--- config.mk ---
export PLATFORM = sky130hd
export DESIGN_NAME = icache_nway
export DESIGN_NICKNAME = d
export VERILOG_FILES = /design/src/rtl/icache_nway.sv
export SDC_FILE = /design/constraint.sdc
export NUM_CORES = 2
export LEC_CHECK = 0
export ABC_AREA = 1
export CAP_MARGIN = 5
export CORE_MARGIN = 1
export CORE_UTILIZATION = 30
export DETAILED_ROUTE_END_ITERATION = 12
export SYNTH_ARGS = -nofsm -noshare
export SYNTH_HDL_FRONTEND = slang
export SYNTH_SLANG_ARGS = --single-unit
export TNS_END_PERCENT = 100
--- constraint.sdc ---
create_clock -name CLK -period 12.22 [get_ports CLK]
set_input_delay 3.055 -clock CLK [delete_from_list [all_inputs] [get_ports CLK]]
set_output_delay 3.055 -clock CLK [all_outputs]
set_load 0.02 [all_outputs]
--- src/rtl/icache_nway.sv ---
// N-way set-associative instruction cache with multi-word blocks and word-serial refill.
// Victim selection: the way after the most recently used one in each set.
module icache_nway #(
    parameter int unsigned WAYS      = 2,
    parameter int unsigned SETS      = 8,
    parameter int unsigned BLK_WORDS = 2
) (
    input  logic        CLK,
    input  logic        nRST,
    input  logic        imemREN,
    input  logic [31:0] imemaddr,
    output logic        ihit,
    output logic [31:0] imemload,
    input  logic        iinv,
    output logic        iREN,
    output logic [31:0] iaddr,
    input  logic        iwait,
    input  logic [31:0] iload,
    output logic [31:0] hit_cnt,
    output logic [31:0] miss_cnt
);

    localparam int unsigned WOFF_W = $clog2(BLK_WORDS);
    localparam int unsigned IDX_W  = $clog2(SETS);
    localparam int unsigned TAG_W  = 30 - WOFF_W - IDX_W;
    localparam int unsigned WAY_W  = (WAYS > 1) ? $clog2(WAYS) : 1;
    localparam int unsigned K_W    = (WOFF_W > 0) ? WOFF_W : 1;

    typedef enum logic [1:0] {StIdle, StFetch, StFill} state_e;

    state_e             r_state;
    logic [K_W-1:0]     r_k;
    logic [TAG_W-1:0]   r_ltag;
    logic [IDX_W-1:0]   r_lidx;
    logic [WAY_W-1:0]   r_victim;
    logic [31:0]        r_hit_cnt;
    logic [31:0]        r_miss_cnt;

    logic [WAYS-1:0]    r_valid [SETS];
    logic [WAY_W-1:0]   r_vptr  [SETS];
    logic [TAG_W-1:0]   r_tags  [SETS][WAYS];
    logic [31:0]        r_data  [SETS][WAYS][BLK_WORDS];
    logic [31:0]        r_buf   [BLK_WORDS];

    logic [TAG_W-1:0]   w_tag;
    logic [IDX_W-1:0]   w_idx;
    logic [K_W-1:0]     w_woff;
    logic               w_match;
    logic [WAY_W-1:0]   w_hway;
    logic               w_lookup;
    logic               w_miss;
    logic [31:0]        w_fetch_addr;

    function automatic logic [WAY_W-1:0] next_way(input logic [WAY_W-1:0] way);
        if (WAYS == 1) return '0;
        return way + WAY_W'(1);
    endfunction

    function automatic logic [31:0] sat_inc(input logic [31:0] cnt);
        return (cnt == 32'hFFFF_FFFF) ? cnt : cnt + 32'd1;
    endfunction

    assign w_tag  = TAG_W'(imemaddr >> (2 + WOFF_W + IDX_W));
    assign w_idx  = IDX_W'(imemaddr >> (2 + WOFF_W));
    assign w_woff = (BLK_WORDS > 1) ? K_W'(imemaddr >> 2) : '0;

    always_comb begin
        w_match = 1'b0;
        w_hway  = '0;
        for (int w = 0; w < WAYS; w++) begin
            if (!w_match && r_valid[w_idx][w] && (r_tags[w_idx][w] == w_tag)) begin
                w_match = 1'b1;
                w_hway  = WAY_W'(w);
            end
        end
    end

    // Lookups only happen in IDLE; an invalidate cycle never reports a hit.
    assign w_lookup = (r_state == StIdle) && imemREN && !iinv;
    assign w_miss   = w_lookup && !w_match;
    assign ihit     = w_lookup && w_match;
    assign imemload = ihit ? r_data[w_idx][w_hway][w_woff] : 32'd0;

    assign w_fetch_addr = (32'(r_ltag) << (2 + WOFF_W + IDX_W))
                        | (32'(r_lidx) << (2 + WOFF_W))
                        | ((BLK_WORDS > 1) ? (32'(r_k) << 2) : 32'd0);

    assign iREN     = (r_state == StFetch);
    assign iaddr    = iREN ? w_fetch_addr : 32'd0;
    assign hit_cnt  = r_hit_cnt;
    assign miss_cnt = r_miss_cnt;

    always_ff @(posedge CLK or negedge nRST) begin
        if (!nRST) begin
            r_state    <= StIdle;
            r_k        <= '0;
            r_ltag     <= '0;
            r_lidx     <= '0;
            r_victim   <= '0;
            r_hit_cnt  <= '0;
            r_miss_cnt <= '0;
            for (int s = 0; s < SETS; s++) begin
                r_valid[s] <= '0;
                r_vptr[s]  <= '0;
            end
        end else begin
            if (ihit) r_hit_cnt <= sat_inc(r_hit_cnt);
            if (iinv) begin
                // Invalidate wins over everything, including an in-flight fill.
                for (int s = 0; s < SETS; s++) begin
                    r_valid[s] <= '0;
                    r_vptr[s]  <= '0;
                end
                r_state <= StIdle;
                r_k     <= '0;
            end else begin
                unique case (r_state)
                    StIdle: begin
                        if (ihit) begin
                            r_vptr[w_idx] <= next_way(w_hway);
                        end else if (w_miss) begin
                            r_ltag     <= w_tag;
                            r_lidx     <= w_idx;
                            r_victim   <= r_vptr[w_idx];
                            r_k        <= '0;
                            r_miss_cnt <= sat_inc(r_miss_cnt);
                            r_state    <= StFetch;
                        end
                    end
                    StFetch: begin
                        if (!iwait) begin
                            if (r_k == K_W'(BLK_WORDS - 1)) r_state <= StFill;
                            else                            r_k     <= r_k + K_W'(1);
                        end
                    end
                    StFill: begin
                        r_valid[r_lidx][r_victim] <= 1'b1;
                        r_vptr[r_lidx]            <= next_way(r_victim);
                        r_k                       <= '0;
                        r_state                   <= StIdle;
                    end
                    default: r_state <= StIdle;
                endcase
            end
        end
    end

    // Payload arrays carry no reset; the valid bits alone decide what is live.
    always_ff @(posedge CLK) begin
        if ((r_state == StFetch) && !iwait) r_buf[r_k] <= iload;
        if ((r_state == StFill) && !iinv) begin
            r_tags[r_lidx][r_victim] <= r_ltag;
            for (int b = 0; b < BLK_WORDS; b++) r_data[r_lidx][r_victim][b] <= r_buf[b];
        end
    end

endmodule

### Yosys cells after proc, flatten, opt, wreduce, memory -nomap -nowiden

Memories as Yosys holds them, arrays and structs flattened.
Index checks and enable logic that the tools add are counted.

| storage, ports and cells | value |
|---|---|
| flip-flop bits (word level) | 121 |
| latch bits | 0 |
| RAM bits | 1504 |
| ROM bits | 0 |
| bits of input ports | 69 |
| output and inout bits | 130 |
| logic and storage cells | 403 |
| memories | 3 |

Memory list:

| memory | depth | bits a word | rd ports | clocked after Yosys merged registers in | wr ports | line | RTL |
|---|---|---|---|---|---|---|---|
| r_data | 8 | 128 | 1 | 0 | 1 | 42 | `logic [31:0] r_data [SETS][WAYS][BLK_WORDS];` |
| r_tags | 8 | 52 | 1 | 0 | 1 | 41 | `logic [TAG_W-1:0] r_tags [SETS][WAYS];` |
| r_buf | 2 | 32 | 2 | 0 | 1 | 43 | `logic [31:0] r_buf [BLK_WORDS];` |

| cells by class | value |
|---|---|
| $add $sub $neg | 5 |
| multipliers | 0 |
| divide/modulo/power cells | 0 |
| $lt $le $gt $ge | 10 |
| equality and inequality tests | 11 |
| shifts and indexed selects | 0 |
| mux-type cells | 184 |
| bitwise gates (word level) | 140 |
| reductions and logical operators | 27 |

Operators with widths:

| kind | count |
|---|---|
| 128-bit two-way mux | 2 |
| 64-bit two-way mux | 4 |
| 32-bit two-way mux | 6 |
| 1-bit two-way mux | 144 |
| 64-bit demux with 1-bit select | 2 |
| 1-bit OR | 128 |
| 32-bit by 1-bit adder with 32-bit output (second input constant) | 2 |
| 32-bit == test (second input constant) | 2 |
| 26-bit == test | 2 |
| 52-bit two-way mux | 1 |
| 16-bit two-way mux | 2 |
| 32-bit by 3-bit OR with 32-bit output | 1 |
| 32-bit by 6-bit OR with 32-bit output | 1 |
| 26-bit demux with 1-bit select | 1 |
| 26-bit two-way mux | 1 |
| 8-bit bitwise mux | 2 |
| 2-bit two-way mux | 8 |
| 8-bit two-way mux | 2 |
| 16-bit OR | 1 |
| 8-bit one-hot mux with 2 select lines | 1 |
| 1-bit logical AND | 13 |
| 3-bit != test (second input constant) | 4 |
| 4-bit AND reduction | 3 |
| 4-bit greater-or-equal comparator (second input constant) | 2 |
| other kinds (26) | 42 |

### Logic depth before layout (Yosys ltp)

| depth | value |
|---|---|
| word-level depth | 18 |
| depth in mapped cells | 23 |
| gate-level depth less buffers | 20 |

### Least setup slack after synthesis

No wires, ideal clock.

| path | value |
|---|---|
| kind | input-to-output |
| from | in imemaddr[3] |
| to | out imemload[24] |
| data arrival time | 5192 ps |
| required time | 9165 ps |
| slack | 3973 ps |
| cell stages on the path | 18 |
| path buffers | 4 |
| cells stage by stage | buf_4 -> buf_2 -> or2_2 -> nand3_1 -> nand2_1 -> o21ai_1 -> nand2_1 -> nor2_1 -> nand3_1 -> nor2_1 -> nand2_2 -> inv_2 -> buf_4 -> buf_4 -> nand3b_1 -> nand3_1 -> nand2_1 -> nor2_1 |

| on the way | value |
|---|---|
| longest elaborated chain between the ends | 18 |
| elaborated cells between the ends (all ways) | 24 |
| those cells by class | 2 x eq/ne; 13 x mux; 2 x bitwise; 5 x reduce/logical; 2 x memory |

RTL lines:

| element | line | RTL |
|---|---|---|
| from (decl) | 11 | `input logic [31:0] imemaddr,` |
| parallel branches: the longest is 17 deep, another holds memory 8 x 52 bit | -- |  |
| 32-bit two-way mux (*) | 82 | `assign imemload = ihit ? r_data[w_idx][w_hway][w_woff] : 32'd0;` |
| to (decl) | 13 | `output logic [31:0] imemload,` |

Mark *: on every way between the ends. The select of a mux whose other input is x is not followed.

### Worst setup path in the final report

| path | value |
|---|---|
| from | in imemaddr[5] |
| to | out imemload[4] |

The elaborated chain is that of the path after synthesis.

==> results.sh <==
export IMPL_status="complete, no violations"
export IMPL_finalNetCount=5572
export IMPL_port_buffers=194
export IMPL_numCtsBuffers=159
export IMPL_wl_mm=191
export IMPL_yosysWarnings=0
export IMPL_finalPower_mw=12.5
export IMPL_cp_start_kind="input pin"
export IMPL_yosysTopAreaCell="edfxtp_1"
export IMPL_tns_ns=0
export IMPL_clockBufferDepth=3
export IMPL_multi_input_area_um2=14500
export IMPL_critPathKind="in2out"
export IMPL_cts_root_buf="clkbuf_16"
export IMPL_die_width_um=470
export IMPL_synthTopCellsByArea="edfxtp_1 (69%), nand2_1 (6.0%), dfrtp_1 (4.6%), o22ai_1 (3.6%), inv_1 (2.9%)"
export IMPL_arrival_ns=8.05
export IMPL_antenna_found_initial=11
export IMPL_seqCellArea_um2=48200
export IMPL_vias=42727
export IMPL_synthToLayoutAreaGrowth_pct=15.9
export IMPL_syn_inst=5310
export IMPL_slew_viol_final=0
export IMPL_clkTransAtPathRegs_ns=0.06
export IMPL_grt_pass1_vias=41069
export IMPL_n_fill_cell=20999
export IMPL_power_leakage_nw=27.5
export IMPL_synth_top_family_by_area="simple AND/OR/NAND/NOR gates"
export IMPL_finalCriticalPeriod_ns=11.10
export IMPL_avgSynthCellArea_um2=12.4
export IMPL_place_ws_ns=1.12
export IMPL_synthXorXnorAreaFrac=0.00614
export IMPL_fmax_mhz=90.1
export IMPL_drtIter0Drc=4591
export IMPL_ys_seq_area_frac=0.734
export IMPL_postRouteAntennaNets=0
export IMPL_yosysUniqueCellTypes=49
export IMPL_drive_gt1_frac=0.0733
export IMPL_clock_skew_ns=0.0242
export IMPL_chipHeight_um=470
export IMPL_timing_rr_start="r_tags[1][35]"
export IMPL_end_kind="output port"
export IMPL_rows=171
export IMPL_overflow=0
export IMPL_wl_per_cell_um=22.6
export IMPL_worst_hold_path_type="reg2reg"
export IMPL_synth_compound_area_share=0.0697
export IMPL_synth_edf_count=1504
export IMPL_post_route_period_util=0.909
export IMPL_power_density_nw_per_um2=164
export IMPL_drcViolationCount=0
export IMPL_start_util=0.302
export IMPL_track_usage=0.169
export IMPL_clk_latency_ns=0.80
export IMPL_reg2regPathDepth=18
export IMPL_grt_pass1_wl_mm=278
export IMPL_worstPathRequired_ns=9.16
export IMPL_rsz0062_at_grt="no"
export IMPL_vdd_drop_max_v=0.000155
export IMPL_grt_max_degree=150
export IMPL_tightest_slew_ns=1.33
export IMPL_drv_cap=0
export IMPL_hold_path_depth=2
export IMPL_min_to="r_vptr[5]"
export IMPL_r2r_end="miss_cnt[14]"
export IMPL_cts_sinks=1625
export IMPL_dr_pass1_iters=5
export IMPL_synth_top_area_share=0.688
export IMPL_synthesis_area_um2=65700
export IMPL_setup_viol=0
export IMPL_slew_headroom=0.115
export IMPL_htree_levels=4
export IMPL_pin_count=199
export IMPL_async_reset_ff_frac=0.0745
export IMPL_core_area_um2=217000
export IMPL_postCtsSetupRepairBufs=0
export IMPL_die_area_um2=221000
export IMPL_post_cts_resized=0
export IMPL_ys_seq_elements=1625
export IMPL_holdCritStartpoint="r_vptr[5]"
export IMPL_path_max_fanout=36
export IMPL_fin_ws_ns=1.12
export IMPL_hold_viol=0
export IMPL_r2r_setup_slack_ns=7.84
export IMPL_cts_tree="built"
export IMPL_synth_adder_area_share=0.000381
export IMPL_synth_top_flop_cell="edfxtp_1"
export IMPL_dp_hpwl_mm=102
export IMPL_synthMuxAreaShare=0
export IMPL_yosys_area_share_simple=0.141
export IMPL_gp_congestion=0.903
export IMPL_ctsHoldBuffers=0
export IMPL_via_per_inst=5.04
kinds of logic (layout without fill, tap and decap cells):
logic type,Yosys count,count (layout)
simple gates,2120,2120
buf+inv,775,1088
flops,1625,1625
xor+xnor,46,46
fa+ha+maj,2,2
compound gates,741,741
other cells,1,4
power breakdown:
group          switching, mW  internal, mW
sequential             0.300          6.46
combinational          0.666         0.298
clock                   2.11          2.68
synthesized netlist by cell type (2+ instances only):
| cell | count |
|---|---|
| o221ai_1 | 53 |
| o22a_1 | 23 |
| o211ai_1 | 17 |
| inv_4 | 2 |
| dfrtp_1 | 121 |
| nand3b_1 | 64 |
| o21ai_0 | 202 |
| o21ai_1 | 43 |
| buf_6 | 4 |
| a22oi_1 | 2 |
| buf_4 | 26 |
| nor2_2 | 9 |
| inv_2 | 5 |
| nand3_2 | 3 |
| a21oi_1 | 3 |
| or2_1 | 9 |
| edfxtp_1 | 1504 |
| nand4_1 | 48 |
| ha_1 | 2 |
| nor3_1 | 114 |
| and2_1 | 2 |
| nand2_1 | 1044 |
| clkbuf_1 | 82 |
| buf_1 | 36 |
| inv_1 | 514 |
| buf_2 | 105 |
| o21bai_1 | 3 |
| or4_1 | 45 |
| xor2_1 | 39 |
| xnor2_1 | 7 |
| or2_2 | 47 |
| nand2_2 | 4 |
| o21a_1 | 7 |
| o22ai_1 | 383 |
| nor4_1 | 40 |
| nor2_1 | 425 |
| nand2_4 | 2 |
| nand3_1 | 260 |
per-stage QoR:
step,area (um2),utilization,hold slack (ns),instances
finish,76100,0.350,0.479,8480
global route,76100,0.350,0.504,8478
CTS,76100,0.350,0.477,8478
detailed placement,71100,0.327,0.461,8194
global placement,71100,0.327,0.458,8194
floorplan,65700,-,0.441,5311
worst max-delay path by stage:
stage           startpoint            to  slack [ns]  cells after the start
2_1_floorplan  imemaddr[3]  imemload[24]        3.97                     18
3_3_place_gp   imemaddr[5]   imemload[4]        1.10                     22
3_5_place_dp   imemaddr[5]   imemload[4]        1.12                     22
4_1_cts        imemaddr[5]   imemload[4]        1.09                     22
5_1_grt        imemaddr[5]   imemload[4]        0.87                     20
6_report       imemaddr[5]   imemload[4]        1.12                     20
cell type report:
type | count | area share
Timing Repair Buffer | 282 | 0.0376
Tap cell | 2854 | 0.0469
Clock inverter | 75 | 0.00912
Sequential cell | 1625 | 0.633
Clock buffer | 209 | 0.0565
Inverter | 522 | 0.0258
Multi-Input combinational cell | 2911 | 0.191
Antenna cell | 2 | 0.0000658
state kept, by name (all words and copies together) (netlist names):
name	cells
r_k	1
r_state	2
r_vptr	8
r_valid	16
r_victim	1
r_lidx	3
hit_cnt	32
miss_cnt	32
r_tags	416
r_ltag	26
r_buf	64
r_data	1024
critical path: stages:
cell and delay, ns:
clkdlybuf4s50_1 0.73, inv_4 0.18, nor2_4 0.45, buf_12 0.33, nand3_1 0.11, nand2_1 0.15, nor3_1 0.07, nor2_1 0.29
nand2_1 0.10, nor2_1 0.10, nand2_1 0.06, nor2_1 0.19, nand2_4 0.14, nand2_4 0.36, buf_12 0.28, nand2_1 0.09
nand3_1 0.08, nand2_1 0.11, nor2_1 0.40, clkdlybuf4s50_1 0.70
metal layers:
layer | global-route usage | up-vias | share of wire
met3 | 0.0349 | 252 | 0.087
met1 | 0.239 | 21400 | 0.44
li1 | - | 19306 | -
met2 | 0.264 | 1761 | 0.45
met4 | 0.0378 | 8 | 0.018
met5 | 0 | - | 0.00029
cell usage in the layout (no fill, tap or decap), types with 6 or more instances in the layout:
| cell type | n |
|---|---|
| edfxtp_1 | 1504 |
| clkbuf_16 | 163 |
| nand2_4 | 13 |
| nand2_1 | 1033 |
| nand3_1 | 260 |
| clkdlybuf4s50_1 | 189 |
| clkinv_2 | 21 |
| o21ai_0 | 202 |
| o21a_1 | 7 |
| dfrtp_1 | 121 |
| nand4_1 | 48 |
| nor2_1 | 409 |
| xnor2_1 | 7 |
| inv_2 | 6 |
| o221ai_1 | 53 |
| clkinv_1 | 31 |
| or4_1 | 45 |
| buf_12 | 21 |
| nor2_2 | 7 |
| buf_4 | 69 |
| o22a_1 | 23 |
| o22ai_1 | 383 |
| bufinv_16 | 9 |
| nor4_1 | 40 |
| nand3b_1 | 64 |
| nor3_1 | 112 |
| or2_1 | 9 |
| nor2_4 | 19 |
| clkbuf_1 | 41 |
| clkbuf_8 | 6 |
| xor2_1 | 39 |
| o211ai_1 | 17 |
| inv_1 | 513 |
| or2_2 | 47 |
| o21ai_1 | 43 |
(Power assumes the default switching activity.)
